<file path="src/rtl/axis_header_arbiter.sv">
// Round-robin arbiter feeding one header-insert channel; one grant per packet, held until last_out.
// Optional watchdog enabled by defining HDR_ARB_WDOG_EN.
module axis_header_arbiter #(
    parameter int DATA_WD      = 32,
    parameter int DATA_BYTE_WD = DATA_WD / 8,
    parameter int BYTE_CNT_WD  = $clog2(DATA_BYTE_WD),
    parameter int NUM_REQ      = 4,
    parameter int REQ_IDX_WD   = $clog2(NUM_REQ),
    parameter int WDOG_CYC     = 1024
) (
    input  logic                            clk,
    input  logic                            rst_n,
    input  logic [NUM_REQ-1:0]              req_valid,
    input  logic [NUM_REQ*DATA_WD-1:0]      req_data,
    input  logic [NUM_REQ*DATA_BYTE_WD-1:0] req_keep,
    input  logic [NUM_REQ*BYTE_CNT_WD-1:0]  req_byte_cnt,
    output logic [NUM_REQ-1:0]              req_ready,
    output logic                            valid_insert,
    output logic [DATA_WD-1:0]              data_insert,
    output logic [DATA_BYTE_WD-1:0]         keep_insert,
    output logic [BYTE_CNT_WD-1:0]          byte_insert_cnt,
    input  logic                            ready_insert,
    input  logic                            valid_out,
    input  logic                            ready_out,
    input  logic                            last_out,
    output logic                            grant_vld,
    output logic [REQ_IDX_WD-1:0]           grant_idx,
    output logic                            wdog_err
);

    typedef enum logic [1:0] {
        ST_IDLE,
        ST_OFFER,
        ST_BUSY
    } state_e;

    state_e                  state_q, state_d;
    logic [REQ_IDX_WD-1:0]   ptr_q, ptr_d;
    logic [REQ_IDX_WD-1:0]   grant_idx_q, grant_idx_d;
    logic [DATA_WD-1:0]      hold_data_q, hold_data_d;
    logic [DATA_BYTE_WD-1:0] hold_keep_q, hold_keep_d;
    logic [BYTE_CNT_WD-1:0]  hold_cnt_q, hold_cnt_d;

    logic                    win_vld;
    logic [REQ_IDX_WD-1:0]   win_idx;
    logic [REQ_IDX_WD-1:0]   cand;
    logic                    out_beat;
    logic                    pkt_end;
    logic                    wdog_hit;

    assign out_beat = valid_out && ready_out;
    assign pkt_end  = out_beat && last_out;

    // Search starts one past the last grant and wraps modulo NUM_REQ, so non-power-of-2 counts work.
    always_comb begin : p_search
        // NOTE: every variable gets a default before any branch so no latch is inferred.
        win_vld = 1'b0;
        win_idx = '0;
        cand    = '0;
        for (int i = 1; i <= NUM_REQ; i++) begin
            cand = REQ_IDX_WD'((int'(ptr_q) + i) % NUM_REQ);
            if (!win_vld && req_valid[cand]) begin
                win_vld = 1'b1;
                win_idx = cand;
            end
        end
    end

    always_comb begin : p_next
        state_d     = state_q;
        ptr_d       = ptr_q;
        grant_idx_d = grant_idx_q;
        hold_data_d = hold_data_q;
        hold_keep_d = hold_keep_q;
        hold_cnt_d  = hold_cnt_q;
        req_ready   = '0;
        unique case (state_q)
            ST_IDLE: begin
                if (win_vld && rst_n) begin
                    req_ready[win_idx] = 1'b1;
                    hold_data_d = req_data[win_idx*DATA_WD +: DATA_WD];
                    hold_keep_d = req_keep[win_idx*DATA_BYTE_WD +: DATA_BYTE_WD];
                    hold_cnt_d  = req_byte_cnt[win_idx*BYTE_CNT_WD +: BYTE_CNT_WD];
                    ptr_d       = win_idx;
                    grant_idx_d = win_idx;
                    state_d     = ST_OFFER;
                end
            end
            ST_OFFER: begin
                if (ready_insert) state_d = ST_BUSY;
            end
            ST_BUSY: begin
                if (pkt_end) state_d = ST_IDLE;
            end
            default: state_d = ST_IDLE;
        endcase
        if (wdog_hit) state_d = ST_IDLE;
    end

    always_ff @(posedge clk or negedge rst_n) begin
        if (!rst_n) begin
            // NOTE: holding registers are reset too, so data/keep/count outputs read 0 after reset.
            state_q     <= ST_IDLE;
            ptr_q       <= REQ_IDX_WD'(NUM_REQ - 1);
            grant_idx_q <= '0;
            hold_data_q <= '0;
            hold_keep_q <= '0;
            hold_cnt_q  <= '0;
        end else begin
            // NOTE: non-blocking assignments keep all state updates simultaneous at the edge.
            state_q     <= state_d;
            ptr_q       <= ptr_d;
            grant_idx_q <= grant_idx_d;
            hold_data_q <= hold_data_d;
            hold_keep_q <= hold_keep_d;
            hold_cnt_q  <= hold_cnt_d;
        end
    end

`ifdef HDR_ARB_WDOG_EN
    localparam int CNT_WD = (WDOG_CYC > 2) ? $clog2(WDOG_CYC) : 1;

    logic [CNT_WD-1:0] wdog_cnt_q, wdog_cnt_d;

    assign wdog_hit = (state_q != ST_IDLE) && (wdog_cnt_q == CNT_WD'(WDOG_CYC - 1));

    always_comb begin : p_wdog
        wdog_cnt_d = wdog_cnt_q + 1'b1;
        if (state_q == ST_IDLE || state_d != state_q || out_beat) wdog_cnt_d = '0;
    end

    always_ff @(posedge clk or negedge rst_n) begin
        if (!rst_n) wdog_cnt_q <= '0;
        else        wdog_cnt_q <= wdog_cnt_d;
    end

    assign wdog_err = wdog_hit;
`else
    assign wdog_hit = 1'b0;
    assign wdog_err = 1'b0;
`endif

    assign valid_insert    = (state_q == ST_OFFER);
    assign grant_vld       = (state_q != ST_IDLE);
    assign grant_idx       = grant_idx_q;
    assign data_insert     = hold_data_q;
    assign keep_insert     = hold_keep_q;
    assign byte_insert_cnt = hold_cnt_q;

endmodule
</file>
<file path="config.mk">
export PLATFORM = sky130hd
export DESIGN_NAME = axis_header_arbiter
export DESIGN_NICKNAME = d
export VERILOG_FILES = /design/src/rtl/axis_header_arbiter.sv
export SDC_FILE = /design/constraint.sdc
export NUM_CORES = 1
export LEC_CHECK = 0
export CAP_MARGIN = 15
export CORE_MARGIN = 1
export CORE_UTILIZATION = 38
export CTS_CLUSTER_DIAMETER = 30
export CTS_CLUSTER_SIZE = 25
export DETAILED_ROUTE_END_ITERATION = 6
export PLACE_DENSITY_LB_ADDON = 0.25
export SETUP_SLACK_MARGIN = 0.4
export SYNTH_ARGS = -nofsm -noshare
export SYNTH_HDL_FRONTEND = slang
export SYNTH_SLANG_ARGS = --single-unit
</file>
<file path="constraint.sdc">
create_clock -name clk -period 1.95 [get_ports clk]
set_input_delay 0.39 -clock clk [delete_from_list [all_inputs] [get_ports clk]]
set_output_delay 0.39 -clock clk [all_outputs]
set_load 0.02 [all_outputs]
</file>
**Word level (Yosys, flattened, before mapping)**

Cells that the tools add are included.
W data, S select, Z words.

- $add $sub $neg: 4
- Multiply operators: 0
- Div/mod/pow operators: 0
- Order comparisons: 6
- Eq/ne operators: 5
- Shift-type cells: 3
- Mux-type cells: 24
- Bitwise operators: 0
- Reduce and logical (&&, ||, !) cells: 14

Operator list:

| operator | number |
|---|---|
| $shiftx A128 B8 Y32 | 1 |
| $shiftx A16 B5 Y4 | 1 |
| $lt A2 B3 Y1 const B | 5 |
| $mux W2 | 7 |
| $mux W1 | 9 |
| $bmux W1 S2 | 4 |
| $mux W4 | 2 |
| $shiftx A8 B4 Y2 | 1 |
| $logic_and A1 B1 Y1 | 7 |
| $pmux W2 S3 | 1 |
| $add A2 B1 Y2 const B | 2 |
| $add A2 B2 Y2 const B | 2 |
| $ne A2 B2 Y1 const B | 2 |
| $logic_not A1 Y1 | 3 |
| $reduce_and A3 Y1 | 1 |
| $demux W1 S2 | 1 |
| $eq A2 B1 Y1 const B | 1 |
| $eq A2 B2 Y1 const B | 1 |
| $ge A2 B1 Y1 const B | 1 |
| $logic_not A2 Y1 | 1 |
| $ne A2 B1 Y1 const B | 1 |
| $reduce_and A2 Y1 | 1 |
| $reduce_bool A2 Y1 | 1 |

- Flip-flop bits (word level): 44
- Latch bits: 0
- Memory bits (writable): 0
- Memory bits (read-only): 0
- Input bits: 162
- Output and inout port bits: 47
- Logic and storage cells: 62
- Memories kept: 0

**Logic depth before layout (Yosys ltp)**

Gate-level depths: netlist (run 1).

- Word-level depth: 19
- Mapped depth: 8
- Mapped depth without buffers: 5

**Worst setup path after synthesis (run 1)**

OpenSTA, ideal clock, no wires.

- Path type: in2out
- Start: in req_valid[2]
- End: out req_ready[3]
- Arrival: 1,700 ps
- Data required time: 1,560 ps
- Slack: -140 ps
- Stages: 6
- Buffers on the path: 2
- Path through: nand2b_1 > a21o_1 > and3_1 > buf_6 > buf_2 > nor3_1

- Longest elaborated chain between the ends: 18
- Elaborated cells on any way between the ends: 30
- Classes of those cells: 2 x order compare; 20 x mux; 8 x reduce/logical

RTL lines:

| element | line | text |
|---|---|---|
| from (decl) | 13 | `input logic [NUM_REQ-1:0] req_valid,` |
| $bmux W1 S2 | 62 | `if (!win_vld && req_valid[cand]) begin` |
| $mux W1 (not written as such) | 62 |  |
| $mux W1 | 62 |  |
| $logic_not A1 Y1 | 62 |  |
| $logic_and A1 B1 Y1 | 62 |  |
| $mux W1 | 62 |  |
| $logic_not A1 Y1 | 62 |  |
| $logic_and A1 B1 Y1 | 62 |  |
| [2 not listed] | -- |  |
| $logic_and A1 B1 Y1 | 62 |  |
| $mux W2 | 62 |  |
| $lt A2 B3 Y1 (not written as such) / $ge A2 B1 Y1 (equally long branches) | 80 | `req_ready[win_idx] = 1'b1;` |
| $logic_and A1 B1 Y1 (not written as such) | 80 |  |
| $mux W1 (not written as such) | 80 |  |
| $demux W1 S2 | 80 |  |
| $mux W4 * | 79 | `if (win_vld && rst_n) begin` |
| $mux W4 * | 77 | `unique case (state_q)` |
| to (decl) | 17 | `output logic [NUM_REQ-1:0] req_ready,` |

Every way passes the cells marked *; elsewhere a longest branch is shown, timed or not. The select of a mux whose other input is x is not followed.

**Final worst setup path (run 1)**

- Start: reg ptr_q[0]
- End: reg hold_data_q[14] (netlist: data_insert[14])

- Longest elaborated chain between the ends: 15
- Elaborated cells on any way between the ends: 29
- Classes of those cells: 4 x add/sub; 1 x shift; 16 x mux; 8 x reduce/logical

RTL lines:

| element | line | text |
|---|---|---|
| from (decl) | 38 | `logic [REQ_IDX_WD-1:0] ptr_q, ptr_d;` |
| from (signal assigned) | 104 | `ptr_q <= REQ_IDX_WD'(NUM_REQ - 1);` |
| from (signal assigned) | 112 | `ptr_q <= ptr_d;` |
| branches (longest 15 deep; another with $add A2 B1 Y2) | -- |  |
| to (signal assigned) | 114 | `hold_data_q <= hold_data_d;` |
| to (decl) | 40 | `logic [DATA_WD-1:0] hold_data_q, hold_data_d;` |

Several ways; the timed one is not identified. The select of a mux whose other input is x is not followed.
A chain may end at the register's enable or synchronous reset.

==> impl_results.md, run 1 <==
- DIE AREA: 0.00925 sq mm
- Synth Area per Inst: 9.85 sq um
- Post-Synthesis Cells: ~340
- IO buf count: 207
- HPWL Detailed: 8380 microns
- CP Launch Type: register
- Num Clock Sinks: 44
- Internal power: 5040 uW
- Crit share post-route: 111%
- Drt drc: 0
- NetSw: 3710 uW
- Final hold slack: 54.1 ps
- Rel. slew slack: 59.8%
- Aggregate global-route resource usage: 30.3%
- Seq/Total Area, Yosys: about a third
- Sum Neg Setup Slack: -4950 ps
- Drt initial violations: 139
- Unrepaired setup endpoints after global routing: true
- NumNets Final: between 700 and 800
- Crit path DAT: 2380 ps
- GPL Wtd Cong: 0.754
- Clock Tree Buf Depth: 2
- Critical path buffer and inverter count: 4
- Crit-path max FO: 9
- Worst-path clk slew: ~90 ps
- Area growth, synth to finish: 101%
- Peak Freq: 463 MHz
- Min Clock Period, post-route: about 2200 ps
- Core Region: roughly 0.0084 sq mm
- Storage cell area: 0.00110 sq mm
- Violated checks: negative setup slack
- First-pass GRT wire length: 20,600 microns
- CTS Buf Count: 5
- Distinct cells, synth: 30
- Clk_lat worst skew: 300 ps
- Final WL: 14,700 microns
- Peak VDD IR: 0.585 mV
- Wirelength per Cell: 21.3 microns
- Sw Ratio: a little over two fifths
- Delay-heaviest family, CP: buffers and inverters
- MaxCap Viol Count: 0
- Design area: 0.00677 sq mm
- CP Capture Type: register
- Yosys warnings: 0
- Hold_buf cts: 0
- Clock power share: just over 8%
- Largest stage delay, worst path: 580 ps
- CP Data Required Time: around 2200 ps
- Clock Tree Root: clkbuf_8
- Dpl cell area: 0.00557 sq mm
- Die H: 96.2 microns
- CP cell instances: nand2b_4 > a21o_1 > and3_4 > buf_4 > buf_12 > buf_12 > bufbuf_16 > a211oi_2 > a211oi_2
- Status: complete, but fails checks
- Via count: about 3,800
- Power Density: about 1300 mW/mm^2
- Drt pass-1 iters: 4
- Die width: 96.2 microns
- Crit Path Category: register to register
- Flop pwr share: 19.1%
- Largest net degree at the start of global routing: 41
- Number of synthesized register bits: 44
- Final WS setup: -209 ps
- Htree depth: 2
- Combinational share of power: 72.6%
- Static Leakage: approximately 0.0027 uW
- Post-Syn Nets: 504
- Vias in the first global route: 3,891
- Grt total ovfl: 0
- Vias per inst: 5.56
- Clock Skew: 4.03 ps
- Final hold vios: 0
- Fill count: around 540
- Hold Path Class: input port to async pin
- Std cell rows: 33
- Share of cells above drive strength 1: 34.7%
- Worst-Margin Slew: 603 ps
- Crit-path slowest cell: dfstp_2
- I/O pins: 209
- Starting Density: 40.2%
- Mapped Area: 0.00337 sq mm
- Initial antenna violation count: 0
- Multi-input combinational cell area: between 0.002 and 0.0025 sq mm
- Final setup violation count: 42
- Final count of pins violating max slew: 0
- Antenna-violating nets left: 0
- Antenna cell count: 0
- CTS tree: built
-- worst reg2reg max path: stages (launching register included) --
cell	delay, ps
dfstp_2	580
nand2b_4	150
a21o_1	150
and3_4	260
buf_4	140
buf_12	130
buf_12	110
bufbuf_16	270
a211oi_2	80
a211oi_2	220
-- routing by layer --
metal	routed length [microns]	track usage (%)	part of all wire [%]
met4	396	11.7	2.7
met1	5440	34.1	37
met2	7460	54.1	51
met5	0	0	0
met3	1350	8.21	9.2
-- placed cells by master (no fill, tap or decap), types with 12 or more instances in the layout --
cell	instances
clkdlybuf4s50_1	156
a211oi_2	72
dlygate4sd2_1	43
dfrtp_1	42
nor2_1	41
inv_1	38
a31oi_1	24
buf_4	20
mux2i_1	19
buf_6	18
buf_16	12
-- timing repair --
| item | 4_1_cts | 5_1_grt |
|---|---|---|
| cloned | 13 | 4 |
| endpoints found under the setup margin | 89 | 47 |
| buffers inserted | 16 | 8 |
| pin swaps | 24 | 32 |
| resized for setup | 154 | 31 |
-- per-stage QoR --
step	setup WS (ps)	cells	total power, uW	utilization (%)
after floorplan	130	342	4500	-
after global placement	-806	638	6110	66.4
after detailed placement	-845	638	6220	66.4
after CTS	-164	675	8250	77.3
after global routing	-290	687	9140	80.8
final	-209	687	8750	80.8
-- power groups by stage --
| stage | clock (uW) | combinational [uW] | sequential [uW] |
|---|---|---|---|
| finish | 725 | 6350 | 1670 |
| global route | 768 | 6650 | 1720 |
| CTS | 731 | 5870 | 1650 |
| detailed placement | 0 | 4540 | 1680 |
| global placement | 0 | 4440 | 1660 |
| floorplan | 0 | 2360 | 2140 |
-- Yosys cell counts (all sizes together) --
master / n / area share (%)
a211oi: 76 / 27
a21o: 3 / 0.67
a21oi: 2 / 0.30
a22o: 1 / 0.26
a31oi: 39 / 7.2
and2: 1 / 0.19
and3: 2 / 0.37
buf: 21 / 5.0
clkbuf: 14 / 1.8
conb: 1 / 0.11
dfrtp: 42 / 31
dfstp: 2 / 1.6
inv: 40 / 4.5
mux2i: 38 / 11
nand2: 1 / 0.33
nand2b: 3 / 0.56
nor2: 44 / 4.9
nor2b: 2 / 0.37
nor3: 1 / 0.15
o211a: 1 / 0.30
o211ai: 1 / 0.22
o21ai: 4 / 0.59
o221ai: 1 / 0.45
or2: 2 / 0.37
-- final cells by class --
class	instances	area share, %
timing repair buffer	267	44.2
clock buffer	6	1.07
tap	105	1.94
clock inverter	2	0.517
sequential	44	16.3
multi-input combinational	223	33.8
inverter	40	2.22
-- path summary, 6_finish.rpt --
| kind | endpoint | depth (start not counted) | startpoint | slack, ps |
|---|---|---|---|---|
| max | data_insert[14]$_DFFE_PN0P_ | 9 | ptr_q[0]$_DFFE_PN1P_ | -210 |
| min | state_q[0]$_DFFE_PN0P_ | 2 | rst_n | 50 |
| max reg2reg | data_insert[14]$_DFFE_PN0P_ | 9 | ptr_q[0]$_DFFE_PN1P_ | -210 |
| min reg2reg | grant_idx[1]$_DFFE_PN0P_ | 1 | grant_idx[1]$_DFFE_PN0P_ | 500 |
| max in group asynchronous | ptr_q[0]$_DFFE_PN1P_ | 2 | rst_n | 1360 |
| min in group clk | grant_idx[1]$_DFFE_PN0P_ | 1 | grant_idx[1]$_DFFE_PN0P_ | 500 |
-- logic make-up (layout without fill, tap and decap cells) --
logic type,count (synthesis),after routing,synth area share (%)
other,1,1,0.111
buffers and inverters,75,315,11.3
multiplexers,38,38,11.3
AND/OR/NAND/NOR,56,56,7.24
flip-flops,44,44,32.8
AO/OA/AOI/OAI,128,128,37.4
-- state kept, by name, summed over array words and instances (netlist names) --
signal / cells
ptr_q: 2
keep_insert: 4
byte_insert_cnt: 2
state_q: 2
data_insert: 32
grant_idx: 2
Power figures use the tool's default switching activity.
==> run 2: changes to the inputs <==
Settings changed: CAP_MARGIN 15 to 10, CORE_UTILIZATION 38 to 34.
Clock period 1.95 ns to 1.9 ns, I/O delays scaled along.
==> impl_results.md, run 2 (synthesis gave the netlist of run 1 again) <==
- Status: complete, but fails checks (unchanged)
- Die width: 102 microns (was 96.2 microns)
- NumNets Final: 738 (was 743)
- DIE AREA: 0.0103 sq mm (was 0.00925 sq mm)
- Peak Freq: 460 MHz (was 463 MHz)
- Crit path DAT: 2360 ps (was 2380 ps)
- Min Clock Period, post-route: 2170 ps (was 2160 ps)
- Final setup violation count: 39 (was 42)
- Std cell rows: 35 (was 33)
- Drt drc: 0 (unchanged)
- Largest net degree at the start of global routing: 45 (was 41)
- Clock Tree Root: clkbuf_8 (unchanged)
- Violated checks: negative setup slack (unchanged)
- Final hold vios: 0 (unchanged)
- Pwr Total: 8590 uW (was 8750 uW)
- Drt initial violations: 96 (was 139)
- Static Leakage: 0.00263 uW (was 0.00273 uW)
- Antenna cell count: 0 (unchanged)
- GPL Wtd Cong: 0.776 (was 0.754)
- Clock Skew: 11.3 ps (was 4.03 ps)
- Vias per inst: 5.39 (was 5.56)
- Peak VDD IR: 0.628 mV (was 0.585 mV)
- I/O pins: 209 (unchanged)
- CP Capture Type: register (unchanged)
- Rel. slew slack: 58.7% (was 59.8%)
- Grt total ovfl: 0 (unchanged)
- Final WL: 14,500 microns (was 14,700 microns)
- Crit share post-route: 114% (was 111%)
- Clock Tree Buf Depth: 2 (unchanged)
- Num Clock Sinks: 44 (unchanged)
- Wirelength per Cell: 20.6 microns (was 21.3 microns)
- Core Region: 0.00942 sq mm (was 0.00838 sq mm)
- Power Density: 1290 mW/mm^2 (about the same)
- Vias in the first global route: 3,746 (was 3,891)
- First-pass GRT wire length: 20,000 microns (was 20,600 microns)
- Worst slack at placement: -823 ps (was -845 ps)
- Drt pass-1 iters: 4 (unchanged)
- Worst-Margin Slew: 620 ps (was 603 ps)
- Via count: 3,808 (was 3,818)
- Most common cell after layout, fill and taps aside: clkdlybuf4s50_1 (unchanged)
- Die H: 102 microns (was 96.2 microns)
- CTS Buf Count: 5 (unchanged)
- Hold_buf cts: 0 (unchanged)
- HPWL Detailed: 8450 microns (was 8380 microns)
- Starting Density: 35.8% (was 40.2%)
- MaxCap Viol Count: 0 (unchanged)
- Unrepaired setup endpoints after global routing: true (unchanged)
- Most frequent cells in the layout: clkdlybuf4s50_1 (156), a211oi_2 (71), dlygate4sd2_1 (44), dfrtp_1 (42), nor2_1 (41) (was clkdlybuf4s50_1 (156), a211oi_2 (72), dlygate4sd2_1 (43), dfrtp_1 (42), nor2_1 (41))
- Area growth, synth to finish: 97.1% (was 101%)
- Clk_lat worst skew: 310 ps (was 300 ps)
- Worst-path clk slew: 100 ps (was 90 ps)
- CP Data Required Time: 2090 ps (was 2170 ps)
- Max reg flops: 32 (unchanged)
- Final WS setup: -273 ps (was -209 ps)
- Post-Route Utilization: 70.6% (was 80.8%)
- Share of cells above drive strength 1: 33.1% (was 34.7%)
- Aggregate global-route resource usage: 25.7% (was 30.3%)
- CTS tree: built (unchanged)
- CP Launch Type: register (unchanged)
- Hold Path Class: input port to async pin (unchanged)
- Initial antenna violation count: 0 (unchanged)
- IO buf count: 207 (unchanged)
- Final count of pins violating max slew: 0 (unchanged)
- Crit Path Category: register to register (unchanged)
- Antenna-violating nets left: 0 (unchanged)
- Crit-path max FO: 6 (was 9)
- Htree depth: 2 (unchanged)
run 2: cell count changes in the layout (fill, tap and decap cells not counted), sizes merged:
| cell | change |
|---|---|
| buf | -4 |
| clkbuf | -2 |
| bufbuf | -1 |
| dlygate4sd2 | +1 |
| clkinvlp | +2 |
| bufinv | -1 |
run 2: metal layers:
| layer | part of all wire, % | track usage (%) | vias up |
|---|---|---|---|
| met4 | 3.2 | 9.36 | 0 |
| met3 | 9.7 | 6.14 | 40 |
| met2 | 51 | 46.6 | 222 |
| li1 | - | - | 1721 |
| met1 | 36 | 29.1 | 1825 |
| met5 | 0 | 0 | - |
run 2: repair_timing:
action | 4_1_cts | 5_1_grt
endpoints found under the setup margin | 89 | 48
gates cloned | 6 | 3
setup buffers | 14 | 9
gates resized for setup | 145 | 35
pin swaps | 20 | 10
run 2: cell type report:
class	count	area, sq um
Timing Repair Buffer	262	2800
Multi-Input combinational cell	223	2340
Inverter	40	153
Clock inverter	3	23.8
Fill cell	726	2770
Clock buffer	5	68.8
Sequential cell	44	1100
Tap cell	129	161
run 2: report_power, final:
| part | internal, uW | switching (uW) |
|---|---|---|
| registers | 1420 | 279 |
| logic | 3140 | 3120 |
| clock network | 262 | 374 |
| total | 4820 | 3780 |
run 2: per-stage QoR:
step / hold WS, ps / instances / TNS (ps) / instance area [sq um]
after floorplan: 84.4 / 342 / 0 / 3450
after global placement: 461 / 666 / -24980 / 5660
after detailed placement: 470 / 666 / -27180 / 5660
after CTS: 243 / 694 / -5170 / 6290
after global routing: 266 / 706 / -7180 / 6640
final: 220 / 706 / -5580 / 6640
run 2: final timing paths:
check,startpoint,end,slack [ps],cells past startpoint
max in group asynchronous,rst_n,data_insert[9]$_DFFE_PN0P_,1260,2
worst min-delay path,rst_n,data_insert[4]$_DFFE_PN0P_,220,2
worst max register to register,ptr_q[0]$_DFFE_PN1P_,data_insert[8]$_DFFE_PN0P_,-270,9
worst max-delay path,ptr_q[0]$_DFFE_PN1P_,data_insert[8]$_DFFE_PN0P_,-270,9
worst min register to register,grant_idx[1]$_DFFE_PN0P_,grant_idx[1]$_DFFE_PN0P_,500,1
min in group clk,grant_idx[1]$_DFFE_PN0P_,grant_idx[1]$_DFFE_PN0P_,500,1
run 2: worst max-delay path: stages, from the launching register on:
cell and delay [ps]:
dfstp_2 590, nand2b_4 160, a21o_1 130, and3_4 230, buf_4 130, buf_12 140
buf_6 120, buf_16 140, mux2i_1 290, a211oi_2 120
